File: src/rtl/terrain_scroller_if.sv
// ============================================================================
// Module      : terrain_scroller_if
// Description : Background tile RAM write port (valid/ready) of the terrain
//               scroller.
// Revision    : 1.0 - initial release
// ============================================================================
`default_nettype none

interface terrain_scroller_if #(
    parameter int ADDR_W = 16
) ();
    logic              bg_we;
    logic              bg_ready;
    logic [ADDR_W-1:0] bg_addr;
    logic [15:0]       bg_data;

    modport master (output bg_we, bg_addr, bg_data, input bg_ready);
    modport slave  (input bg_we, bg_addr, bg_data, output bg_ready);
endinterface

`default_nettype wire

File: src/rtl/terrain_scroller.sv
// ============================================================================
// Module      : terrain_scroller
// Description : Scrolling ground band with speed-up and random gap spawning.
//               Optional HUD_LOCK_EN adds y_i / HUD_H and zeroes the scroll
//               offset for HUD rows.
// Revision    : 1.0 - initial release
// ============================================================================
`default_nettype none

module terrain_scroller #(
    parameter int TILE_COLS        = 40,
    parameter int TILE_ROWS        = 30,
    parameter int FLOOR_ROWS       = 3,
    parameter int GAP_W            = 2,
    parameter int GAP_START_COL    = 10,
    parameter int SCROLL_DELAY_MAX = 1000000,
    parameter int SCROLL_DELAY_MIN = 200000,
    parameter int SPEED_STEP       = 100000,
    parameter int SPEEDUP_COLS     = 64,
    parameter int WAIT_UNIT        = 500000,
    parameter int ADDR_W           = 16
`ifdef HUD_LOCK_EN
    , parameter int HUD_H          = 32
`endif
) (
    input  wire logic          clk,
    input  wire logic          reset,
    input  wire logic          enable_i,
`ifdef HUD_LOCK_EN
    input  wire logic [9:0]    y_i,
`endif
    terrain_scroller_if.master bg_if,
    output logic [3:0]         bg_x_offset_o,
    output logic               gap_valid_o,
    output logic [7:0]         gap_x_o,
    output logic               scroll_step_o,
    output logic               frame_done_o
);

    localparam int DLY_W  = $clog2(SCROLL_DELAY_MAX + 1);
    localparam int WAIT_W = $clog2(3 * WAIT_UNIT + 1);
    localparam int CC_W   = $clog2(SPEEDUP_COLS + 1);
    localparam int COL_W  = $clog2(TILE_COLS + 1);
    localparam int ROW_W  = $clog2(FLOOR_ROWS + 1);

    typedef enum logic [1:0] {S_IDLE = 2'd0, S_DRAW = 2'd1, S_DONE = 2'd2} state_t;

    state_t             state_q, state_d;
    logic [DLY_W-1:0]   scroll_cnt_q, scroll_cnt_d;
    logic [DLY_W-1:0]   scroll_delay_q, scroll_delay_d;
    logic [3:0]         fine_q, fine_d;
    logic               scroll_step_q, scroll_step_d;
    logic [CC_W-1:0]    coarse_cnt_q, coarse_cnt_d;
    logic               gap_valid_q, gap_valid_d;
    logic [7:0]         gap_x_q, gap_x_d;
    logic [WAIT_W-1:0]  wait_timer_q, wait_timer_d;
    logic [3:0]         lfsr_q, lfsr_d;
    logic               pending_q, pending_d;
    logic [ROW_W-1:0]   row_q, row_d;
    logic [COL_W-1:0]   col_q, col_d;
    logic [7:0]         sw_gap_x_q, sw_gap_x_d;
    logic               sw_gap_valid_q, sw_gap_valid_d;
    logic               we_q, we_d;
    logic [ADDR_W-1:0]  addr_q, addr_d;
    logic [15:0]        data_q, data_d;
    logic               frame_done_q, frame_done_d;
    logic               coarse_step;
    logic [WAIT_W-1:0]  wait_load;

    // Tile word for floor row r, column c against the gap latched for the sweep.
    function automatic logic [15:0] tile_word(input int r, input int c, input int g, input logic v);
        logic [15:0] w;
        if (!v)
            w = (r == 0) ? 16'h130 : 16'h133;
        else if (c >= g && c < g + GAP_W)
            w = 16'h000;
        else if (g > 0 && c == g - 1)
            w = (r == 0) ? 16'h131 : 16'h138;
        else if (c == g + GAP_W)
            w = (r == 0) ? 16'h171 : 16'h178;
        else
            w = (r == 0) ? 16'h130 : 16'h133;
        return w;
    endfunction

    always_comb begin
        case (lfsr_q[1:0])
            2'd1:    wait_load = WAIT_W'(2 * WAIT_UNIT);
            2'd2:    wait_load = WAIT_W'(3 * WAIT_UNIT);
            default: wait_load = WAIT_W'(WAIT_UNIT);
        endcase
    end

    always_comb begin
        state_d        = state_q;
        scroll_cnt_d   = scroll_cnt_q;
        scroll_delay_d = scroll_delay_q;
        fine_d         = fine_q;
        scroll_step_d  = 1'b0;
        coarse_cnt_d   = coarse_cnt_q;
        gap_valid_d    = gap_valid_q;
        gap_x_d        = gap_x_q;
        wait_timer_d   = wait_timer_q;
        lfsr_d         = {lfsr_q[2:0], lfsr_q[3] ^ lfsr_q[2]};
        pending_d      = pending_q;
        row_d          = row_q;
        col_d          = col_q;
        sw_gap_x_d     = sw_gap_x_q;
        sw_gap_valid_d = sw_gap_valid_q;
        we_d           = 1'b0;
        addr_d         = addr_q;
        data_d         = data_q;
        frame_done_d   = 1'b0;
        coarse_step    = 1'b0;

        if (enable_i) begin
            if (scroll_cnt_q == scroll_delay_q) begin
                scroll_cnt_d  = '0;
                scroll_step_d = 1'b1;
                fine_d        = fine_q + 4'd1;
                coarse_step   = (fine_q == 4'hF);
            end else begin
                scroll_cnt_d = scroll_cnt_q + DLY_W'(1);
            end

            if (!gap_valid_q && wait_timer_q != '0)
                wait_timer_d = wait_timer_q - WAIT_W'(1);

            case (state_q)
                S_IDLE: begin
                    if (pending_q) begin
                        state_d        = S_DRAW;
                        pending_d      = 1'b0;
                        sw_gap_x_d     = gap_x_q;
                        sw_gap_valid_d = gap_valid_q;
                        row_d          = '0;
                        col_d          = '0;
                    end
                end
                S_DRAW: begin
                    if (we_q && bg_if.bg_ready) begin
                        if (col_q == COL_W'(TILE_COLS - 1)) begin
                            col_d = '0;
                            if (row_q == ROW_W'(FLOOR_ROWS - 1))
                                state_d = S_DONE;
                            else
                                row_d = row_q + ROW_W'(1);
                        end else begin
                            col_d = col_q + COL_W'(1);
                        end
                    end
                end
                S_DONE:  state_d = S_IDLE;
                default: state_d = S_IDLE;
            endcase

            // A coarse step during a sweep leaves the request pending for the next one.
            if (coarse_step) begin
                pending_d = 1'b1;
                if (gap_valid_q) begin
                    if (gap_x_q != 8'd0) begin
                        gap_x_d = gap_x_q - 8'd1;
                    end else begin
                        gap_valid_d  = 1'b0;
                        wait_timer_d = wait_load;
                    end
                end else if (wait_timer_q == '0) begin
                    gap_valid_d = 1'b1;
                    gap_x_d     = 8'(TILE_COLS - 1);
                end

                if (int'(coarse_cnt_q) >= SPEEDUP_COLS - 1) begin
                    coarse_cnt_d = '0;
                    if (int'(scroll_delay_q) >= SCROLL_DELAY_MIN + SPEED_STEP)
                        scroll_delay_d = DLY_W'(int'(scroll_delay_q) - SPEED_STEP);
                    else
                        scroll_delay_d = DLY_W'(SCROLL_DELAY_MIN);
                end else begin
                    coarse_cnt_d = coarse_cnt_q + CC_W'(1);
                end
            end

            we_d         = (state_d == S_DRAW);
            frame_done_d = (state_d == S_DONE);
            if (state_d == S_DRAW) begin
                addr_d = ADDR_W'(int'(col_d) + (TILE_ROWS - FLOOR_ROWS + int'(row_d)) * TILE_COLS);
                data_d = tile_word(int'(row_d), int'(col_d), int'(sw_gap_x_d), sw_gap_valid_d);
            end
        end
    end

    always_ff @(posedge clk) begin
        if (reset) begin
            state_q        <= S_IDLE;
            scroll_cnt_q   <= '0;
            scroll_delay_q <= DLY_W'(SCROLL_DELAY_MAX);
            fine_q         <= 4'd0;
            scroll_step_q  <= 1'b0;
            coarse_cnt_q   <= '0;
            gap_valid_q    <= 1'b1;
            gap_x_q        <= 8'(GAP_START_COL);
            wait_timer_q   <= '0;
            lfsr_q         <= 4'b1011;
            pending_q      <= 1'b1;
            row_q          <= '0;
            col_q          <= '0;
            sw_gap_x_q     <= 8'd0;
            sw_gap_valid_q <= 1'b0;
            we_q           <= 1'b0;
            addr_q         <= '0;
            data_q         <= 16'd0;
            frame_done_q   <= 1'b0;
        end else begin
            state_q        <= state_d;
            scroll_cnt_q   <= scroll_cnt_d;
            scroll_delay_q <= scroll_delay_d;
            fine_q         <= fine_d;
            scroll_step_q  <= scroll_step_d;
            coarse_cnt_q   <= coarse_cnt_d;
            gap_valid_q    <= gap_valid_d;
            gap_x_q        <= gap_x_d;
            wait_timer_q   <= wait_timer_d;
            lfsr_q         <= lfsr_d;
            pending_q      <= pending_d;
            row_q          <= row_d;
            col_q          <= col_d;
            sw_gap_x_q     <= sw_gap_x_d;
            sw_gap_valid_q <= sw_gap_valid_d;
            we_q           <= we_d;
            addr_q         <= addr_d;
            data_q         <= data_d;
            frame_done_q   <= frame_done_d;
        end
    end

`ifdef HUD_LOCK_EN
    logic [3:0] hud_off_q;
    always_ff @(posedge clk) begin
        if (reset)
            hud_off_q <= 4'd0;
        else
            hud_off_q <= (int'(y_i) < HUD_H) ? 4'd0 : fine_q;
    end
    assign bg_x_offset_o = hud_off_q;
`else
    assign bg_x_offset_o = fine_q;
`endif

    // Registered valid is masked by enable so a frozen sweep never completes a handshake.
    assign bg_if.bg_we   = we_q & enable_i;
    assign bg_if.bg_addr = addr_q;
    assign bg_if.bg_data = data_q;
    assign gap_valid_o   = gap_valid_q;
    assign gap_x_o       = gap_x_q;
    assign scroll_step_o = scroll_step_q;
    assign frame_done_o  = frame_done_q;

endmodule

`default_nettype wire
File: src/flat_wrapper.sv
// flat-port wrapper written by rule: the top's interface ports become plain ports
module terrain_scroller_flat 
#(
    parameter int TILE_COLS        = 40,
    parameter int TILE_ROWS        = 30,
    parameter int FLOOR_ROWS       = 3,
    parameter int GAP_W            = 2,
    parameter int GAP_START_COL    = 10,
    parameter int SCROLL_DELAY_MAX = 1000000,
    parameter int SCROLL_DELAY_MIN = 200000,
    parameter int SPEED_STEP       = 100000,
    parameter int SPEEDUP_COLS     = 64,
    parameter int WAIT_UNIT        = 500000,
    parameter int ADDR_W           = 16

)
  (clk, reset, enable_i, bg_x_offset_o, gap_valid_o, gap_x_o, scroll_step_o, frame_done_o, bg_if_bg_we, bg_if_bg_addr, bg_if_bg_data, bg_if_bg_ready);
  terrain_scroller_if #(.ADDR_W(ADDR_W)) bg_if_i ();
  input  wire logic clk;
  input  wire logic reset;
  input  wire logic enable_i;
  output logic [3:0] bg_x_offset_o;
  output logic gap_valid_o;
  output logic [7:0] gap_x_o;
  output logic scroll_step_o;
  output logic frame_done_o;
  output wire logic [$bits(bg_if_i.bg_we)-1:0] bg_if_bg_we;
  output wire logic [$bits(bg_if_i.bg_addr)-1:0] bg_if_bg_addr;
  output wire logic [$bits(bg_if_i.bg_data)-1:0] bg_if_bg_data;
  input wire logic [$bits(bg_if_i.bg_ready)-1:0] bg_if_bg_ready;
  assign bg_if_bg_we = bg_if_i.bg_we;
  assign bg_if_bg_addr = bg_if_i.bg_addr;
  assign bg_if_bg_data = bg_if_i.bg_data;
  assign bg_if_i.bg_ready = bg_if_bg_ready;
  terrain_scroller #(.TILE_COLS(TILE_COLS), .TILE_ROWS(TILE_ROWS), .FLOOR_ROWS(FLOOR_ROWS), .GAP_W(GAP_W), .GAP_START_COL(GAP_START_COL), .SCROLL_DELAY_MAX(SCROLL_DELAY_MAX), .SCROLL_DELAY_MIN(SCROLL_DELAY_MIN), .SPEED_STEP(SPEED_STEP), .SPEEDUP_COLS(SPEEDUP_COLS), .WAIT_UNIT(WAIT_UNIT), .ADDR_W(ADDR_W)) u_core (.clk(clk), .reset(reset), .enable_i(enable_i), .bg_if(bg_if_i), .bg_x_offset_o(bg_x_offset_o), .gap_valid_o(gap_valid_o), .gap_x_o(gap_x_o), .scroll_step_o(scroll_step_o), .frame_done_o(frame_done_o));
endmodule
File: config.mk
export PLATFORM = sky130hd
export DESIGN_NAME = terrain_scroller_flat
export DESIGN_NICKNAME = d
export VERILOG_FILES = /design/src/rtl/terrain_scroller_if.sv /design/src/rtl/terrain_scroller.sv /design/src/flat_wrapper.sv
export SDC_FILE = /design/constraint.sdc
export NUM_CORES = 1
export LEC_CHECK = 0
export BUFFER_PORTS_ARGS = -buffer_cell sky130_fd_sc_hd__buf_2
export CORE_UTILIZATION = 66
export DETAILED_ROUTE_END_ITERATION = 7
export GPL_TIMING_DRIVEN = 1
export PLACE_DENSITY = 0.89
export SLEW_MARGIN = 30
export SYNTH_ARGS = -nofsm -noshare
export SYNTH_HDL_FRONTEND = slang
export SYNTH_SLANG_ARGS = --single-unit
File: constraint.sdc
create_clock -name clk -period 8.48 [get_ports clk]
set_clock_uncertainty 0.1 [all_clocks]
set_input_delay 0.424 -clock clk [delete_from_list [all_inputs] [get_ports clk]]
set_output_delay 0.424 -clock clk [all_outputs]
set_load 0.005 [all_outputs]
==> results.md, run 1 <==
- Unrepaired setup endpoints after global routing: no
- GRT Total Usage: 29.8%
- Layout cell share with drive strength beyond 1: 10.5%
- Hold Path End: u_core.bg_if.bg_addr[6]$_SDFFE_PP0P_
- Antenna fix cells: 0
- Area growth syn-to-layout: 9.88%
- ANT nets after route: 0
- Pre-antenna DRT Iters: 5
- Global-route wire length before repair: 26700 µm
- WP data required: 8.83 ns
- Clock Path Buffers: 2
- Vias per std cell: 6.10
- DRC: 0
- Cell taking the most area after synthesis: dfxtp_1
- Row Count: 37
- Reg2reg path depth: 17
- Cts hold-fix bufs: 0
- CTS tree: yes
- Initial Utilization: 68.4%
- Grt ovf: 0
- Comb power frac: 9.5%
- Status: finished clean
- Total Wirelength: 16200 µm
- CP startpoint kind: flop
- Largest cells by area after synthesis: dfxtp_1 (34%), ha_1 (7.0%), nor2_1 (6.0%)
- VDD IR-drop max: 0.158 mV
- Final period util: 53.5%
- Crit path launch: u_core.state_q[0]$_SDFFE_PP0P_
- Post-route cell area: 7830 µm²
- #FFs+latches synth: 120
- Root Buffer Master: clkbuf_8
- Worst Setup End Kind: flop
- Ys flop type: dfxtp_1
- RD Place Congestion: 0.870
- Placed cells: 1003
- PostCTS Resize Cnt: 0
- Ys Warns: 0
- Hold Crit Start: u_core.bg_if.bg_addr[6]$_SDFFE_PP0P_
- Synth top cells by count: dfxtp_1 (120), nor2_1 (114), nand2_1 (84), a21oi_1 (52), ha_1 (40)
- Rel. slew slack: 39.8%
- Critical path class: reg -> reg
- Leakage: 3.17 nW
- Number of global-route vias before repair: 5782
- Worst-path clk slew: 0.06 ns
- Count of cell types in the netlist: 78
- Final setup TNS: 0 ns
- CP arrival: 4.89 ns
- Number of DRC markers in iteration 0: 453
- Hold Path Class: reg -> reg
- Internal power: 1.09 mW
- Reg power frac: 41.5%
- Max Cap Violations: 0
- Setup Buffers After CTS: 0
- Cell area power density: 182 nW/µm²
- Number of port buffers: 38
- Worst R2R End: u_core.bg_if.bg_data[0]$_SDFFE_PP0P_
- Reg2Reg Setup Slack: 3.94 ns
- DR vias: 6286
- CTS Buf Count: 17
- Synthesized area: 7130 µm²
- Clk sink count: 120
- Worst skew pair latency: 0.53 ns
- Non-Filler Instances: 1030
- Post-synthesis sequential area ratio: 33.7%
- Setup violators final: 0
- Hpwl dp: 10600 µm
- Final Hold Viols: 0
- Sw frac: 23.6%
- R2r startpoint: u_core.state_q[0]$_SDFFE_PP0P_
- Synthesized instance count: 871
- Share of the synthesized area in the top cell type: 33.7%
- Sw Pwr: 0.336 mW
- Synth Area per Inst: 8.18 µm²
- Most instantiated library cell after synthesis: dfxtp_1
- Placed Area: 7270 µm²
- Nets: 931
- Initial antenna violation count: 0
- Minimum clock period after layout: 4.54 ns
- Placeable core area: 10400 µm²
- Largest net degree at the start of global routing: 80
- Die W: 106 µm
- Fin util: 75.2%
- Slew Limit Fails: 0
- Critical Path Fanout Max: 16
- Drt wl/cell: 15.8 µm
- Clock share of power: 48.9%
- H-Tree Depth: 4
- Worst-Margin Slew: 0.897 ns
- Die H: 106 µm
- Die area: 11200 µm²
- Post-synth ARST share: 0%
- EDFF count, synth: 0
- Hold Path Stages: 2
- Io pins: 52
- Fmax: 220 MHz
[flip-flops by register name (all words and copies together), names as in the netlist, 2 cells and up]
register	flops
u_core.gap_x_o	8
u_core.bg_x_offset_o	4
u_core.scroll_cnt_q	20
u_core.wait_timer_q	21
u_core.col_q	6
u_core.coarse_cnt_q	7
u_core.sw_gap_x_q	8
u_core.bg_if.bg_addr	12
u_core.bg_if.bg_data	5
u_core.state_q	2
u_core.row_q	2
u_core.lfsr_q	4
u_core.scroll_delay_q	15
[area by class of cell]
| cell class | count | area (µm²) |
|---|---|---|
| tap | 136 | 170 |
| sequential | 120 | 2400 |
| inverter | 36 | 135 |
| multi-input combinational | 669 | 4340 |
| clock buffer | 24 | 500 |
| fill | 784 | 2580 |
| timing repair buffer | 42 | 220 |
| clock inverter | 3 | 65.1 |
[how the worst max path moves through the flow]
stage,endpoint,cells after the start,slack [ns]
6_report,u_core.bg_if.bg_data[0]$_SDFFE_PP0P_,17,3.94
5_1_grt,u_core.bg_if.bg_data[0]$_SDFFE_PP0P_,17,3.67
4_1_cts,u_core.bg_if.bg_data[0]$_SDFFE_PP0P_,17,4.01
2_1_floorplan,u_core.bg_if.bg_data[0]$_SDFFE_PP0P_,19,4.49
3_5_place_dp,u_core.bg_if.bg_data[0]$_SDFFE_PP0P_,16,4.06
3_3_place_gp,u_core.bg_if.bg_data[0]$_SDFFE_PP0P_,16,4.23
[cell usage in the layout, fill, tap and decap left out, types with 4 or more instances in the layout]
cell	synthesis	routed
dfxtp_1	120	120
nor2_1	114	114
nand2_1	84	84
a21oi_1	52	52
ha_1	40	40
buf_2	9	38
inv_1	36	36
xor2_1	36	36
xnor2_1	36	36
o21ai_0	26	26
a211oi_1	26	26
nand3_1	23	23
nor3_1	20	20
nand4_1	20	20
clkbuf_16	0	16
mux2i_1	15	15
and3_1	15	15
or3_1	13	13
conb_1	1	13
nand2b_1	10	10
nand3b_1	9	9
nor4_1	8	8
and2_1	7	7
clkbuf_8	0	7
a21o_1	6	6
nor2b_1	6	6
a311oi_1	5	5
a211o_1	4	4
a22oi_1	4	4
a31oi_1	4	4
buf_4	16	4
[per-stage QoR]
stage | total power [mW] | setup WS, ns | hold WS (ns)
floorplan | 0.707 | 4.49 | 0.330
global placement | 0.729 | 4.23 | 0.338
detailed placement | 0.732 | 4.06 | 0.347
CTS | 1.43 | 4.01 | 0.356
global route | 1.47 | 3.67 | 0.381
finish | 1.42 | 3.94 | 0.356
[kinds of logic after synthesis]
kind of cell | count (synthesis) | synth area share, %
AO/OA/AOI/OAI | 167 | 15.7
XOR/XNOR | 72 | 8.85
adder cells (fa/ha/maj) | 41 | 7.30
buffers and inverters | 94 | 6.06
flip-flops | 120 | 33.7
multiplexers | 17 | 2.42
other | 1 | 0.0526
AND/OR/NAND/NOR | 359 | 25.9
[power groups by stage]
| stage | clock (mW) | combinational [mW] | sequential, mW |
|---|---|---|---|
| final | 0.696 | 0.136 | 0.590 |
| after global routing | 0.729 | 0.150 | 0.591 |
| after CTS | 0.702 | 0.134 | 0.590 |
| after detailed placement | 0 | 0.131 | 0.601 |
| after global placement | 0 | 0.128 | 0.601 |
| after floorplan | 0 | 0.109 | 0.597 |
[critical path: stages, from the launching register on]
cell,delay (ns)
dfxtp_1,0.57
or3b_1,0.62
nor2_1,0.08
a21oi_1,0.43
inv_1,0.14
ha_1,0.30
nand4_1,0.16
a21oi_1,0.09
a21o_1,0.19
ha_1,0.29
nand2_1,0.07
a211oi_1,0.17
o2bb2ai_1,0.17
and4b_1,0.28
inv_1,0.07
ha_1,0.26
mux2_2,0.27
a211oi_2,0.20
[routing by layer]
layer / global-route usage, % / part of all wire, % / wire length (µm)
met5: 0 / 0 / 0
met4: 13.6 / 2.3 / 371
met3: 7.42 / 5.6 / 909
met2: 47.6 / 47 / 7590
met1: 38.0 / 45 / 7360
Power figures use the tool's default switching activity.
==> run 2: changes to the inputs <==
- CORE_UTILIZATION: 66 -> 61
- PLACE_DENSITY: 0.89 -> 0.84
- clock period: 8.48 -> 4.6 ns (I/O delays scaled with it)
==> run 2 against run 1 <==
  * Wire length increased by 0.49%
  * Cell count is 1.7% higher
  * Sequential cell count did not move
  * Clock power is 97% higher
  * Power rose by 91%
  * Critical endpoint unchanged
==> results.md, run 2 (same netlist as run 1, synthesis figures left out) <==
- Cell area power density: 342 nW/µm² (+89%)
- Setup Buffers After CTS: 0 (unchanged)
- Number of port buffers: 38 (unchanged)
- Hold Crit Start: enable_i
- CP arrival: 4.23 ns (-0.66 ns)
- WP data required: 4.85 ns (-3.98 ns)
- Fmax: 251 MHz (+14%)
- Placed cells: 1015 (+1.2%)
- Critical path class: reg -> reg
- Setup Slack @ Placement: 0.709 ns (-3.35 ns)
- PostCTS Resize Cnt: 0 (unchanged)
- Leakage: 3.20 nW (+0.99%)
- R2r startpoint: u_core.state_q[0]$_SDFFE_PP0P_
- Grt ovf: 0 (unchanged)
- GRT Total Usage: 28.3% (-1.5 points)
- Pre-antenna DRT Iters: 5 (unchanged)
- Final period util: 86.6% (+33 points)
- Worst skew pair latency: 0.43 ns (-0.10 ns)
- Worst-path clk slew: 0.06 ns (about the same)
- Root Buffer Master: clkbuf_16
- Io pins: 52 (unchanged)
- Slowest cell on the critical path: or3b_1
- Status: finished clean
- Setup ws final: 0.617 ns (-3.33 ns)
- Area growth syn-to-layout: 11.2%
- Rel. slew slack: 35.9% (-3.8 points)
- Die H: 110 µm (+3.9%)
- Die W: 110 µm (+3.9%)
- CTS Buf Count: 17 (unchanged)
- Fin util: 69.4% (-5.8 points)
- Clock Path Buffers: 2 (unchanged)
- Vias per std cell: 5.96 (-2.3%)
- Top cell by count, worst path: ha_1
- Placed Area: 7310 µm² (+0.64%)
- Largest regs: u_core.wait_timer_q: 21 flops, u_core.scroll_cnt_q: 20 flops, u_core.scroll_delay_q: 15 flops
- Cts hold-fix bufs: 0 (unchanged)
- Biggest register: u_core.wait_timer_q
- Total chip power: 2.71 mW (+91%)
- Setup violators final: 0 (unchanged)
- Nets: 936 (+0.54%)
- Top Layer Used: met4
- Max Cap Violations: 0 (unchanged)
- FILL cells: 925 (+18%)
- RD Place Congestion: 0.913 (+5.0%)
- Crit path cell chain: or3b_1 > nor2_1 > a21oi_1 > buf_4 > inv_1 > ha_1 > nand3_1 > xor2_1 > a21o_1 > ha_1 > nand2_1 > a211oi_1 > o2bb2ai_1 > and4b_1 > inv_1 > ha_1 > mux2_2 > a211oi_2
- M1 wire length: 7700 µm (+4.6%)
- Number of global-route vias before repair: 5674 (-1.9%)
- Non-Filler Instances: 1047 (+1.7%)
- Number of DRC markers in iteration 0: 344 (-24%)
- Hold Path Class: in -> reg
- Crit path launch: u_core.state_q[0]$_SDFFE_PP0P_
- Commonest non-fill, non-tap cell in the layout: dfxtp_1
- Commonest non-fill, non-tap cells in the layout: dfxtp_1 (120), nor2_1 (114), nand2_1 (84), a21oi_1 (52), ha_1 (40)
- Critical Path Fanout Max: 13 (-3)
- Layout cell share with drive strength beyond 1: 11.6% (+1.1 points)
- Initial antenna violation count: 0 (unchanged)
- Initial Utilization: 62.4% (-6.0 points)
- Worst-Margin Slew: 0.954 ns (+0.0572 ns)
- DR vias: 6240 (-0.73%)
- Total Wirelength: 16300 µm (+0.49%)
- Unrepaired setup endpoints after global routing: no
- Final Hold Viols: 0 (unchanged)
- CP startpoint kind: flop
- CTS tree: yes
- Drt wl/cell: 15.6 µm (-1.1%)
- Row Count: 39 (+5.4%)
- Metal2 WL: 7520 µm (-0.86%)
- Hpwl dp: 10900 µm (+2.9%)
- Worst path max stage delay: 0.47 ns (-0.15 ns)
- DRC: 0 (unchanged)
- Die area: 12100 µm² (+8.0%)
- H-Tree Depth: 4 (unchanged)
- Clk sink count: 120 (unchanged)
- Slew Limit Fails: 0 (unchanged)
- Largest net degree at the start of global routing: 63 (-21%)
- Met3 wire len: 785 µm (-14%)
- VDD IR-drop max: 0.312 mV (+97%)
- Post-route cell area: 7930 µm² (+1.2%)
- Min Hold Slack: 0.132 ns (-0.223 ns)
- Global-route wire length before repair: 26900 µm (+0.49%)
- Placeable core area: 11400 µm² (+9.6%)
- ANT nets after route: 0 (unchanged)
- Minimum clock period after layout: 3.98 ns (-0.552 ns)
- Antenna fix cells: 0 (unchanged)
- Max reg flops: 21 (unchanged)
- Final setup TNS: 0 ns (unchanged)
- Worst Setup End Kind: flop
run 2: changes by cell type in the layout (fill, tap and decap cells not counted), sizes merged:
cell | previous run | this run
clkinv | 1 | 5
buf | 42 | 47
clkinvlp | 0 | 4
inv | 36 | 38
bufinv | 2 | 3
clkbuf | 24 | 18
run 2: worst paths after layout:
kind,to,slack (ns),depth (start not counted)
max,u_core.bg_if.bg_data[0]$_SDFFE_PP0P_,0.62,18
min,u_core.bg_x_offset_o[1]$_SDFFE_PP0P_,0.13,4
max reg2reg,u_core.bg_if.bg_data[0]$_SDFFE_PP0P_,0.62,18
min reg2reg,u_core.bg_if.bg_data[6]$_SDFFE_PP0P_,0.35,2
run 2: cell type report:
type                            instances  area (µm²)  share of cell area [%]
Sequential cell                       120        2400                    30.3
Clock inverter                         14         174                    2.19
Timing Repair Buffer                   47         258                    3.25
Inverter                               36         135                    1.70
Multi-Input combinational cell        669        4340                    54.7
Clock buffer                           18         439                    5.54
Tap cell                              143         179                    2.26
run 2: worst max-delay path, delay by kind of cell, from the launching register on:
kind | cells | cell delay (ns)
buf+inv | 3 | 0.29
compound gates | 5 | 0.82
xor+xnor | 1 | 0.16
fa+ha+maj | 3 | 0.79
mux | 1 | 0.27
simple gates | 5 | 1.06
flops | 1 | 0.43
run 2: power by group:
group	total, mW	internal, mW	leakage, nW	switching, mW
clock	1.37	0.868	0.289	0.505
combinational	0.254	0.101	1.94	0.153
sequential	1.09	1.06	0.974	0.0239
run 2: per-layer routing:
metal,track usage [%],vias to the layer above
met5,0,-
met4,11.3,0
met3,5.53,28
met2,45.6,183
met1,37.4,2944
li1,-,3085
